$ cat src/rtl/instr_mem_loader.sv
// Program-load front end: packs UART bytes into big-endian instruction
// words and writes them to instruction memory until HALT or memory full.
module instr_mem_loader #(
  parameter int DATA_WIDTH = 32,
  parameter int BYTE_WIDTH = 8,
  parameter int ADDR_WIDTH = 8,
  parameter int SIZEOP     = 6,
  parameter logic [SIZEOP-1:0] HALT_OP = '1
) (
  input  logic                  i_clock,
  input  logic                  i_reset,
  input  logic                  i_start,
  input  logic [BYTE_WIDTH-1:0] i_rx_data,
  input  logic                  i_rx_valid,
  output logic                  o_we,
  output logic [ADDR_WIDTH-1:0] o_addr,
  output logic [DATA_WIDTH-1:0] o_data,
  output logic                  o_busy,
  output logic                  o_done,
  output logic                  o_overflow,
  output logic [ADDR_WIDTH:0]   o_count
);

  localparam int NBYTES = DATA_WIDTH / BYTE_WIDTH;
  localparam int CW = (NBYTES > 1) ? $clog2(NBYTES) : 1;
  localparam logic [CW-1:0] LAST_BYTE = CW'(NBYTES - 1);

  typedef enum logic [1:0] {
    IDLE = 2'd0,
    RECV = 2'd1,
    DONE = 2'd2
  } state_t;

  state_t state, next_state;

  logic [DATA_WIDTH-1:0] word_buf;
  logic [DATA_WIDTH-1:0] word_next;
  logic [ADDR_WIDTH-1:0] addr;
  logic [CW-1:0]         byte_cnt;
  logic                  start_ok;
  logic                  byte_ok;
  logic                  word_done;
  logic                  is_halt;
  logic                  at_last;

  assign start_ok  = i_start && (state != RECV);
  assign byte_ok   = i_rx_valid && (state == RECV);
  assign word_next = {word_buf[DATA_WIDTH-BYTE_WIDTH-1:0], i_rx_data};
  assign word_done = byte_ok && (byte_cnt == LAST_BYTE);
  assign is_halt   = word_next[DATA_WIDTH-1 -: SIZEOP] == HALT_OP;
  assign at_last   = addr == '1;

  always_ff @(posedge i_clock) begin
    if (i_reset) state <= IDLE;
    else         state <= next_state;
  end

  always_comb begin
    next_state = state;
    unique case (state)
      IDLE: if (i_start) next_state = RECV;
      RECV: if (word_done && (is_halt || at_last))
              next_state = DONE;
      DONE: if (i_start) next_state = RECV;
      default: next_state = IDLE;
    endcase
  end

  always_comb begin
    o_busy = (state == RECV);
    o_done = (state == DONE);
  end

  // The terminal word is written on the same edge that enters DONE.
  always_ff @(posedge i_clock) begin
    if (i_reset) begin
      o_we       <= 1'b0;
      o_addr     <= '0;
      o_data     <= '0;
      o_overflow <= 1'b0;
      o_count    <= '0;
      word_buf   <= '0;
      addr       <= '0;
      byte_cnt   <= '0;
    end else begin
      o_we <= 1'b0;
      if (start_ok) begin
        addr       <= '0;
        byte_cnt   <= '0;
        word_buf   <= '0;
        o_count    <= '0;
        o_overflow <= 1'b0;
      end else if (byte_ok) begin
        word_buf <= word_next;
        byte_cnt <= byte_cnt + CW'(1);
        if (word_done) begin
          o_we       <= 1'b1;
          o_addr     <= addr;
          o_data     <= word_next;
          addr       <= addr + ADDR_WIDTH'(1);
          o_count    <= o_count + (ADDR_WIDTH+1)'(1);
          o_overflow <= at_last && !is_halt;
        end
      end
    end
  end

endmodule

$ cat config.mk
export PLATFORM = sky130hd
export DESIGN_NAME = instr_mem_loader
export DESIGN_NICKNAME = d
export VERILOG_FILES = /design/src/rtl/instr_mem_loader.sv
export SDC_FILE = /design/constraint.sdc
export NUM_CORES = 1
export LEC_CHECK = 0
export BUFFER_PORTS_ARGS = -buffer_cell sky130_fd_sc_hd__buf_2
export CAP_MARGIN = 5
export CORE_UTILIZATION = 51
export CTS_BUF_LIST = sky130_fd_sc_hd__clkbuf_4 sky130_fd_sc_hd__clkbuf_8
export CTS_CLUSTER_DIAMETER = 30
export DETAILED_ROUTE_END_ITERATION = 12
export GPL_TIMING_DRIVEN = 0
export PLACE_DENSITY = 0.86
export SLEW_MARGIN = 40
export SYNTH_ARGS = -nofsm -noshare
export SYNTH_HDL_FRONTEND = slang
export SYNTH_SLANG_ARGS = --single-unit
$ cat constraint.sdc
create_clock -name i_clock -period 1.3 [get_ports i_clock]
set_input_delay 0.26 -clock i_clock [delete_from_list [all_inputs] [get_ports i_clock]]
set_output_delay 0.26 -clock i_clock [all_outputs]
set_load 0.03 [all_outputs]
After elaboration in Yosys (flattened, before gate mapping):

Cells that the tools add are included.

* register bits after elaboration: 87
* input bits: 12
* output and inout bits: 53

* add/subtract/negate cells: 3
* eq/ne operators: 8
* multiplexer cells: 4
* bitwise gates (word level): 2
* reductions and logical operators: 14

Operators with widths (count)
* $add A9 B1 Y9 const B: 1
* $add A8 B1 Y8 const B: 1
* $eq A8 B8 Y1 const B: 1
* $eq A6 B6 Y1 const B: 1
* $ne A2 B1 Y1 const B: 3
* $logic_and A1 B1 Y1: 5
* $eq A2 B2 Y1 const B: 2
* $mux W2: 2
* $pmux W2 S2: 1
* $reduce_and A2 Y1: 2
* $reduce_or A2 Y1: 2
* $reduce_and A3 Y1: 1
* $reduce_or A3 Y1: 1
* $add A2 B1 Y2 const B: 1
* $eq A2 B1 Y1 const B: 1
* $logic_not A2 Y1: 1
* $not A1 Y1: 2
* $logic_not A1 Y1: 1
* $logic_or A1 B1 Y1: 1
* $mux W1: 1

Logic depth before layout (Yosys ltp):

* word-level depth: 6
* gate-level depth with buffers: 7
* gate-level depth less buffers: 5

Worst setup path before layout:

OpenSTA, ideal clock, no wires.

* path kind: flip-flop to flip-flop
* start point: register o_count[0]
* end point: register o_count[8]
* setup time: 117 ps
* arrival: 1374 ps
* required time: 1183 ps
* path slack: -191 ps
* stages on the path, launching flop included: 6
* path buffers: 0
* period minus slack after synthesis: 1491 ps
* cells stage by stage: dfxtp_1 -> ha_1 -> nand3_1 -> nor4_1 -> xnor2_1 -> nor2_1

* cells in the longest elaborated chain, start to end: 1

Ends and longest elaborated chain
* start: declaration: line 21 `output logic [ADDR_WIDTH:0] o_count`
* start signal: assignment: line 101 `o_count <= o_count + (ADDR_WIDTH+1)'(1);`
* $add A9 B1 Y9: line 101

No other way between the ends.
A chain may end at the register's enable or synchronous reset.

Final worst setup path:

* start point: register byte_cnt[1]
* end point: register addr[6]

* cells in the longest elaborated chain, start to end: 3

Ends and longest elaborated chain
* start: declaration: line 39 `logic [CW-1:0] byte_cnt;`
* start signal: assignment: line 95 `byte_cnt <= byte_cnt + CW'(1);`
* $eq A2 B2 Y1: line 49 `assign word_done = byte_ok && (byte_cnt == LAST_BYTE);`
* $logic_and A1 B1 Y1: line 49
* $reduce_and A2 Y1 (no source line)
* end signal: assignment: line 100 `addr <= addr + ADDR_WIDTH'(1);`
* end: declaration: line 38 `logic [ADDR_WIDTH-1:0] addr;`

No other way between the ends.

==> run metrics <==
routed len/inst a little over 20 um; Post-synth EDFFs 0; number of port buffers 63; Min-Delay Path Depth 3; clock slew at reported path FFs 0.10 ns; adder-cell area share of the yosys netlist 0.01159; CTS Buf Count 9; Antenna diodes 0; I/O pin total between 60 and 70; Hold Crit Start i_rx_data[2]; violated checks negative setup slack; WHS Endpoint o_data[2]$_SDFFE_PP0P_; CTS tree yes; Max-slew headroom 0.5946; Final Max Slew Viols 0; f_max 635.8 MHz; clock network power share 0.394; H-tree Lvls 3; setup TNS -12.50 ns; Cell Area, Synth ~0.0032 mm^2; simple-gate area share of the yosys netlist 0.2411; status finished with violations; startpoint types flop; Post-Place Cells roughly 530; Mapped Cells around 390; PwrDens roughly 1000 mW/mm^2; sequential share of power 0.531; Post-Layout Inst Area 0.004837 mm^2; placed cell areas ~0.0037 mm^2; via/cell ratio between 5 and 6; Die Ht ~80 um; worst slew pin tran about 0.6 ns; Syn Area/Cell 8.282 um^2; fill count roughly 330; Crit Reg-Reg Endpoint addr[6]$_SDFFE_PP0P_; number of cells on the worst reg-to-reg path 7; DR vias 3404; net count after synthesis 406; Tot GR Track Use 0.2677; Non-Filler Instances approximately 580; RSZ-0062 raised after global routing yes; layout cells sized above 1 0.4611; Die X about 80 um; Switching Fraction 0.2475; antenna violations before repair 0; sequential element share of the synthesized area 0.5379; Max-Cap Viols 0; post-synthesis compound-gate area fraction 0.1140; Pre-antenna DRT Iters 5; clk_lat worst skew 0.37 ns; CP Max Fanout 8; core area about 0.006 mm^2; mux cell area share after synthesis 0; layout overhead on the synthesized area 49.38%; first-pass GRT wire length approximately 14000 um; met3 Usage GRT 0.04111; Most Used Layer, Global Route met2; Synth Area in XOR/XNOR 0.04328; prevailing post-synth register cell dfxtp_1; met2 Resource Use GR 0.4433; largest net degree at the start of global routing 15; Leak Pwr around 1.9 nW; Gate power share 0.075; root buffer cell clkbuf_8; Final period util 1.210; critical path data required time between 1.5 and 2 ns; Cell variety after synth 30; final net count about 510; Crit. End Element flop; Warnings, synthesis 0; Net Sw Power 1.249 mW; DP Worst Slack -0.1725 ns; starting density of the core 0.5374; largest family of logic cells by synthesized area simple AND/OR/NAND/NOR gates; R2R Setup Slk -0.27 ns; Site Rows 28; DRC 0; internal power between 3 and 4 mW; Iteration-0 DRC Markers 376; Setup Skew approximately 0.013 ns; M1 GR Usage 0.3434; Final ANT Viol Nets 0; clk buf depth 2; Final Setup Violations 87; GR Overflow Total 0; hold_ws about 0.14 ns; clock sinks between 80 and 90; DP Wirelength roughly 5000 um; critical path arrival approximately 1.9 ns; final WL roughly 12000 um; GPL Wtd Cong around 0.84; CP Class flop to flop; Max IR drop VDD about 1400 uV; HP Class input port to flop; #FFs+latches synth 87; reg-to-reg critical path startpoint byte_cnt[1]$_SDFFE_PP0P_; Synth async-reset ratio 0; setup slack after layout -0.2727 ns; min Tclk post-route 1.573 ns; endpoints failing hold 0; vias in the first global route about 2800; Die Footprint ~0.0067 mm^2
## flip-flops by register name (all words and copies together), names as in the netlist
signal      flops
addr            8
o_addr          8
o_data         32
state           2
word_buf       24
o_overflow      1
o_count         9
byte_cnt        2
o_we            1
## cells in the final DEF (no fill, tap or decap), types with 6 or more instances in the layout
master     count
clkbuf_16      7
buf_6         13
dfxtp_2        8
buf_8         10
clkbuf_8      10
nor2_4         6
nand2_2       12
nor2_1         9
a21oi_1       34
xor2_1         8
dfxtp_1       74
buf_2         63
nand2_1      124
a21oi_2       33
buf_4         19
## worst max-delay path by stage
stage	start	endpoint	slack [ns]	cells after the start
after floorplan	o_count[0]$_SDFFE_PP0P_	o_count[8]$_SDFFE_PP0P_	-0.01	5
after global placement	byte_cnt[0]$_SDFFE_PP0P_	o_addr[7]$_SDFFE_PP0P_	-0.11	6
after detailed placement	byte_cnt[0]$_SDFFE_PP0P_	o_data[5]$_SDFFE_PP0P_	-0.17	6
after CTS	byte_cnt[0]$_SDFFE_PP0P_	o_count[3]$_SDFFE_PP0P_	-0.09	7
after global routing	byte_cnt[1]$_SDFFE_PP0P_	addr[7]$_SDFFE_PP0P_	-0.35	7
final	byte_cnt[1]$_SDFFE_PP0P_	addr[6]$_SDFFE_PP0P_	-0.27	7
## power groups by stage
stage | Combinational [mW] | Clock, mW | Sequential (mW)
global placement | 0.168 | 0 | 2.75
floorplan | 0.115 | 0 | 2.75
CTS | 0.224 | 1.92 | 2.68
finish | 0.378 | 1.99 | 2.68
detailed placement | 0.172 | 0 | 2.75
global route | 0.389 | 2.08 | 2.68
## critical path, cell delays in order, from the launching register on
cell and delay (ns):
dfxtp_4 0.38, ha_4 0.16, and4b_1 0.23, buf_6 0.15, buf_8 0.14, nand3_4 0.07
xor2_1 0.17, nor2_1 0.18
## repair_timing
action	in CTS	in global routing
resized for setup	62	99
hold buffers	0	0
pin swaps	15	26
buffers inserted	12	9
cloned	4	7
setup endpoints to repair	80	87
## Yosys cell counts (all sizes together) (2+ instances only)
master	n	share of area
nor3	2	0.0031
clkbuf	5	0.0058
and4	2	0.0054
nor2	19	0.022
nand2	141	0.16
buf	21	0.043
xor2	8	0.022
inv	3	0.0035
nor4	2	0.0039
ha	3	0.012
nand3	5	0.0077
a21oi	68	0.11
nand4	5	0.0097
dfxtp	87	0.54
xnor2	8	0.022
and2	2	0.0039
## per-stage QoR
step           utilization  total power [mW]
6_report            0.8027             5.049
5_1_grt             0.8027             5.151
4_1_cts             0.7004             4.825
3_5_place_dp        0.6119             2.920
3_3_place_gp        0.6119             2.916
2_1_floorplan            -             2.860
## final cells by class
cell class | count | area (um^2) | area share
Sequential cell | 87 | 1770 | 0.3660
Clock inverter | 5 | 56.30 | 0.01164
Multi-Input combinational cell | 275 | 1762 | 0.3642
Tap cell | 75 | 93.84 | 0.01940
Timing Repair Buffer | 94 | 729.5 | 0.1508
Buffer | 26 | 266.5 | 0.05510
Inverter | 3 | 13.76 | 0.002845
Clock buffer | 11 | 145.1 | 0.03001
## logic make-up (layout without fill, tap and decap cells)
group	after synthesis	after routing
and+or+nand+nor	185	185
DFF	87	87
AOI/OAI and AO/OA	71	71
buffers and inverters	29	139
xor gates and xnor gates	16	16
adders and majority gates	3	3
## per-layer routing
layer,up-vias,share of wire,wire length (um)
met5,-,0,0
met4,0,0.042,494
met3,58,0.092,1074
met2,232,0.48,5574
met1,1633,0.39,4517
li1,1481,-,-
No activity file was read; power rests on OpenSTA's default activity.
